`config.mk`:
```
export PLATFORM = sky130hd
export DESIGN_NAME = fetch_queue_unit
export DESIGN_NICKNAME = d
export VERILOG_FILES = /design/src/rtl/fetch_queue_unit.sv
export SDC_FILE = /design/constraint.sdc
export NUM_CORES = 1
export LEC_CHECK = 0
export BUFFER_PORTS_ARGS = -buffer_cell sky130_fd_sc_hd__clkbuf_2
export CAP_MARGIN = 20
export CORE_MARGIN = 10
export CORE_UTILIZATION = 55
export CTS_BUF_LIST = sky130_fd_sc_hd__clkbuf_8
export CTS_CLUSTER_SIZE = 24
export DETAILED_ROUTE_END_ITERATION = 12
export PLACE_DENSITY = 0.78
export SLEW_MARGIN = 40
export SYNTH_ARGS = -nofsm -noshare
export SYNTH_HDL_FRONTEND = slang
export SYNTH_SLANG_ARGS = --single-unit
```
`constraint.sdc`:
```
create_clock -name clk -period 5.6 [get_ports clk]
set_input_delay 0.56 -clock clk [delete_from_list [all_inputs] [get_ports clk]]
set_output_delay 0.56 -clock clk [all_outputs]
set_load 0.01 [all_outputs]
```
`src/rtl/fetch_queue_unit.sv`:
```
// fetch_queue_unit: instruction-fetch front end.
// Owns the PC and issues in-order fetch requests to the I-cache. Returned
// instructions go into a DEPTH-entry in-order queue and are presented to
// decode. Redirects (load_pc) flush the queue. Responses still owed for
// flushed requests are counted in drop_cnt and discarded when they arrive.
//
// Ports:
//   clk, rst                       clock, synchronous active-high reset
//   hc_stall, hc_flush             IF stall (blocks requests) / IF bubble
//   load_pc_we, load_pc_new_pc     redirect strobe and target
//   ic_req_valid/addr/ready        fetch request handshake
//   ic_rsp_valid/data              in-order instruction return
//   dec_valid/pc/instr, dec_ready  head instruction to decode
//   stat_redirects, stat_dropped   event counters
//
// Optional feature: define FETCH_QUEUE_STATS_EN to enable the saturating
// stat counters. When it is undefined, both stat outputs are tied to 0.
module fetch_queue_unit #(
  parameter int unsigned           ADDR_WIDTH = 32,
  parameter int unsigned           DEPTH      = 4,
  parameter logic [ADDR_WIDTH-1:0] RESET_PC   = '0
) (
  input  logic                  clk,
  input  logic                  rst,
  input  logic                  hc_stall,
  input  logic                  hc_flush,
  input  logic                  load_pc_we,
  input  logic [ADDR_WIDTH-1:0] load_pc_new_pc,
  output logic                  ic_req_valid,
  output logic [ADDR_WIDTH-1:0] ic_req_addr,
  input  logic                  ic_req_ready,
  input  logic                  ic_rsp_valid,
  input  logic [ADDR_WIDTH-1:0] ic_rsp_data,
  output logic                  dec_valid,
  output logic [ADDR_WIDTH-1:0] dec_pc,
  output logic [ADDR_WIDTH-1:0] dec_instr,
  input  logic                  dec_ready,
  output logic [31:0]           stat_redirects,
  output logic [31:0]           stat_dropped
);

  localparam int unsigned PTR_W  = (DEPTH > 1) ? $clog2(DEPTH) : 1;
  localparam int unsigned CNT_W  = PTR_W + 1;
  localparam int unsigned DROP_W = 16;

  logic [DEPTH-1:0]      ent_alloc;
  logic [DEPTH-1:0]      ent_filled;
  logic [ADDR_WIDTH-1:0] ent_pc    [DEPTH];
  logic [ADDR_WIDTH-1:0] ent_instr [DEPTH];

  logic [PTR_W-1:0]      head;
  logic [PTR_W-1:0]      tail;
  logic [PTR_W-1:0]      fill_ptr;   // oldest allocated-but-unfilled entry
  logic [CNT_W-1:0]      alloc_cnt;
  logic [CNT_W-1:0]      pend_cnt;   // allocated entries still awaiting data
  logic [DROP_W-1:0]     drop_cnt;   // responses owed for flushed requests
  logic [ADDR_WIDTH-1:0] pc;

  logic req_fire;
  logic drop_now;
  logic fill_now;
  logic pop;

  // Handshake and event decode. The full check uses the registered count,
  // so a pop never frees a slot for an allocation in the same cycle.
  always_comb begin
    ic_req_valid = ~rst & ~hc_stall & ~load_pc_we & (alloc_cnt < CNT_W'(DEPTH));
    ic_req_addr  = pc;
    dec_valid    = ~rst & ~load_pc_we & ~hc_flush & ent_alloc[head] & ent_filled[head];
    dec_pc       = ent_pc[head];
    dec_instr    = ent_instr[head];
    req_fire     = ic_req_valid & ic_req_ready;
    drop_now     = ic_rsp_valid & (drop_cnt != '0);
    fill_now     = ic_rsp_valid & (drop_cnt == '0) & (pend_cnt != '0);
    pop          = dec_valid & dec_ready;
  end

  // Control state: pointers, counts, valid bits, PC and drop counter.
  always_ff @(posedge clk) begin
    if (rst) begin
      pc         <= RESET_PC;
      head       <= '0;
      tail       <= '0;
      fill_ptr   <= '0;
      alloc_cnt  <= '0;
      pend_cnt   <= '0;
      drop_cnt   <= '0;
      ent_alloc  <= '0;
      ent_filled <= '0;
    end else if (load_pc_we) begin
      // Unfilled entries become owed responses. A response arriving now
      // either fills (one fewer owed) or is itself dropped.
      pc         <= load_pc_new_pc;
      head       <= '0;
      tail       <= '0;
      fill_ptr   <= '0;
      alloc_cnt  <= '0;
      pend_cnt   <= '0;
      ent_alloc  <= '0;
      ent_filled <= '0;
      drop_cnt   <= drop_cnt + DROP_W'(pend_cnt) - DROP_W'(drop_now) - DROP_W'(fill_now);
    end else begin
      if (req_fire) begin
        ent_alloc[tail]  <= 1'b1;
        ent_filled[tail] <= 1'b0;
        tail             <= tail + PTR_W'(1);
        pc               <= pc + ADDR_WIDTH'(4);
      end
      if (fill_now) begin
        ent_filled[fill_ptr] <= 1'b1;
        fill_ptr             <= fill_ptr + PTR_W'(1);
      end
      if (drop_now) begin
        drop_cnt <= drop_cnt - DROP_W'(1);
      end
      if (pop) begin
        ent_alloc[head]  <= 1'b0;
        ent_filled[head] <= 1'b0;
        head             <= head + PTR_W'(1);
      end
      alloc_cnt <= alloc_cnt + CNT_W'(req_fire) - CNT_W'(pop);
      pend_cnt  <= pend_cnt + CNT_W'(req_fire) - CNT_W'(fill_now);
    end
  end

  // Entry payload storage; needs no reset because the valid bits guard it.
  always_ff @(posedge clk) begin
    if (req_fire) begin
      ent_pc[tail] <= pc;
    end
    if (fill_now && !rst && !load_pc_we) begin
      ent_instr[fill_ptr] <= ic_rsp_data;
    end
  end

`ifdef FETCH_QUEUE_STATS_EN
  logic [31:0] redir_q;
  logic [31:0] drop_q;

  // Saturating event counters.
  always_ff @(posedge clk) begin
    if (rst) begin
      redir_q <= '0;
      drop_q  <= '0;
    end else begin
      if (load_pc_we && (redir_q != 32'hFFFF_FFFF)) begin
        redir_q <= redir_q + 32'd1;
      end
      if (drop_now && (drop_q != 32'hFFFF_FFFF)) begin
        drop_q <= drop_q + 32'd1;
      end
    end
  end

  assign stat_redirects = redir_q;
  assign stat_dropped   = drop_q;

`ifdef SIMULATION
  // Hook for simulation-side statistics collection.
  function automatic void stats_event(input string name);
    string tag;
    tag = name;
  endfunction

  always_ff @(posedge clk) begin
    if (!rst) begin
      if (load_pc_we) stats_event("fq_redirect");
      if (drop_now)   stats_event("fq_drop");
    end
  end
`endif
`else
  assign stat_redirects = '0;
  assign stat_dropped   = '0;
`endif

endmodule

```
==> flow_summary.yaml <==
yosys:
  synth_compound_area_share_pct: 6.71
  yosys.area_share.simple_pct: 7.51
  synthXorXnorAreaFrac_pct: 2.15
  yosysSeqAreaShare_pct: 62.1
  synth_async_sr_flop_share_pct: 0
  synth_top_family_by_area: "multiplexers"
  synthAdderAreaFrac_pct: 5.22
  ys_ff_latch: 326
  synthMuxAreaShare_pct: 10.3
  synth_edf_count: 256
  syn_area_sq_mm: 0.0146
  synth_cells: 1029
  synth_ff_type: "edfxtp_1"
  yosys_warnings: 0
  syn_avg_cell_area_sq_um: 14.2
  yosysUniqueCellTypes: 62
power:
  irDropWorstVdd_v: 0.000339
  internal-power_mw: 4.38
  p_leak_nw: 6.15
  seq_power_share_pct: 45.3
  sw_frac_of_total_pct: 27.7
  pwr-share-clk_pct: 34.8
  p_sw_mw: 1.67
  comb_power_share_pct: 19.9
  power.density_mw_per_mm2: 362
placement:
  gp_congestion: 0.851
  place_ws_ns: 0.723
  placement.io_buffers: 169
  dp_hpwl_um: 21700
worst_setup_path:
  worst_ep_required_time_ns: 6.06
  crit_type: "flip-flop to flip-flop"
  cp.arrival_ns: 5.37
  endpoint_kind: "flip-flop"
  critPathMaxFanout: 6
  worstSetupStartpointType: "flip-flop"
clock_tree:
  cts.sinks: 326
  cts_tree: "done"
  postCtsSetupBuffers: 0
  htree_levels: 2
  cts-root-buf: "clkbuf_8"
  clkSlewWorstSetupHoldPaths_ns: 0.07
  cts-resized-gates: 0
  clock_latency_ns: 0.57
  postCtsHoldBufs: 0
  cts.path.max_buffers: 3
  numCtsBuffers: 49
floorplanning:
  num_rows: 59
  ios: 234
  start_util_pct: 56.0
  die_x_um: 183
  die_y_um: 183
  dieArea_sq_mm: 0.0335
  coreArea_sq_mm: 0.0261
finish:
  register_area_sq_mm: 0.00909
  multi_input_area_sq_mm: 0.00490
  final_common_cell: "edfxtp_1"
  nets: 1347
  antenna-diode-count: 0
  drive_gt1_share_pct: 27.0
  layout_common_cells: "edfxtp_1 (256), clkbuf_2 (169), nor2_1 (75)"
  post-route-util_pct: 64.0
  syn_to_final_growth_pct: 14.2
  nFillCells: 1916
hold_path:
  min_path_type: "primary input to flip-flop"
timing:
  setup_viol: 0
  worst_slack_ns: 0.691
  hold_viol: 0
  finalWorstPathRequiredPeriod_ns: 4.91
  worstMarginPinSlew_ns: 0.764
  rsz0062_at_grt: "false"
  max_freq_mhz: 204
  setup-tns-final_ns: 0
  finClkSkew_ns: 0.0259
  min_period_over_period_pct: 87.7
  report.final.slew_viol_count: 0
  slew_headroom_pct: 49.0
global_route:
  grt_max_degree: 78
  grt_pass1_wl_um: 49000
  antenna_found_initial: 0
  grt_pass1_vias: 8910
  grt_usage_pct: 18.4
  grt-ovfl-total: 0
drt:
  via_per_inst: 5.57
  drc: 0
  routed_wl_um: 31700
  ant_nets: 0
  wire_per_inst_um: 19.9
  dr.first_iter.drc_count: 653
  vias: 8863
  first_pass_iters: 5
flow_run:
  drv_cap: 0
outcome:
  outcome: "completed"
## per-stage QoR
step	area (sq um)	total power, mW	instances	hold WS [ns]
after floorplan	14900	3.70	1092	0.469
after detailed placement	15600	3.97	1501	0.492
after global routing	16700	6.34	1591	0.188
after CTS	16700	6.07	1591	0.185
final	16700	6.05	1591	0.224
after global placement	15600	3.94	1500	0.484
## power groups by stage
stage	Clock, mW	Sequential [mW]	Combinational [mW]
after floorplan	0	2.78	0.924
after global placement	0	2.79	1.15
after detailed placement	0	2.79	1.18
after CTS	2.15	2.74	1.19
after global routing	2.26	2.75	1.33
final	2.11	2.74	1.20
## kinds of logic (layout without fill, tap and decap cells)
family,Yosys count,after routing
DFF,326,326
AOI/OAI and AO/OA,147,147
adders and majority gates,58,58
muxes,70,70
other,1,64
and+or+nand+nor,222,222
xor gates and xnor gates,36,36
buffers and inverters,169,333
## worst paths after layout
check / startpoint / endpoint / cells after the start / slack, ns
max reg2reg: drop_cnt[8]$_SDFFE_PP0P_ / drop_cnt[12]$_SDFFE_PP0P_ / 17 / 0.69
max: drop_cnt[8]$_SDFFE_PP0P_ / drop_cnt[12]$_SDFFE_PP0P_ / 17 / 0.69
min reg2reg: ent_alloc[3]$_SDFF_PP0_ / ent_alloc[3]$_SDFF_PP0_ / 2 / 0.50
min: ic_rsp_data[19] / ent_instr[2][19]$_DFFE_PP_ / 1 / 0.22
## cell type report
cell class | count | share of cell area (%)
Sequential cell | 326 | 54.4
Multi-Input combinational cell | 597 | 29.3
Inverter | 57 | 1.28
Timing Repair Buffer | 186 | 5.92
Clock inverter | 34 | 1.92
Clock buffer | 56 | 4.61
Tap cell | 335 | 2.51
## cells in the mapped netlist, drive strengths merged (4+ instances only)
cell type	number	area share [%]
edfxtp	256	53
buf	79	3.7
nor2	76	1.9
dfxtp	70	9.6
mux4	64	9.8
inv	57	1.5
ha	53	4.5
nand2	41	1.1
a21oi	34	1.2
clkbuf	33	0.85
o21ai	30	1.0
xnor2	29	1.7
a211oi	23	1.2
nand4	15	0.64
nand3	14	0.48
nor2b	13	0.56
nor4	13	0.60
nor3	12	0.41
a31oi	11	0.47
and2	8	0.34
a221oi	7	0.42
nand2b	7	0.30
xor2	7	0.42
mux2i	6	0.41
a22oi	5	0.26
and3	5	0.21
fa	5	0.68
or3	5	0.21
a32oi	4	0.24
and4	4	0.26
## state kept, by name, summed over array words and instances (netlist names), 3 cells and up, named ones only
| signal | flops |
|---|---|
| ent_filled | 4 |
| ent_instr | 128 |
| ent_pc | 128 |
| ic_req_addr | 32 |
| pend_cnt | 3 |
| ent_alloc | 4 |
| drop_cnt | 16 |
| alloc_cnt | 3 |
## critical path: stages (launching register included)
cell	delay (ns)
dfxtp_1	0.32
inv_1	0.15
ha_1	0.22
nand3_1	0.13
or4_1	0.60
nor2_1	0.23
fa_1	0.46
fa_1	0.48
inv_1	0.04
ha_1	0.21
fa_1	0.41
a21o_1	0.23
a2111oi_0	0.38
buf_4	0.20
o211ai_1	0.13
o31ai_1	0.32
xnor2_1	0.11
a211oi_1	0.21
## per-layer routing
metal  up-vias  track usage (%)  share of wire, %  wire, um
met5         -                0                 0         0
met4         0             6.79               2.6       825
met2       325             31.0                51     16200
li1       4152                -                 -         -
met1      4327             23.2                40     12600
met3        59             3.48               6.6      2100
Power figures use the tool's default switching activity.
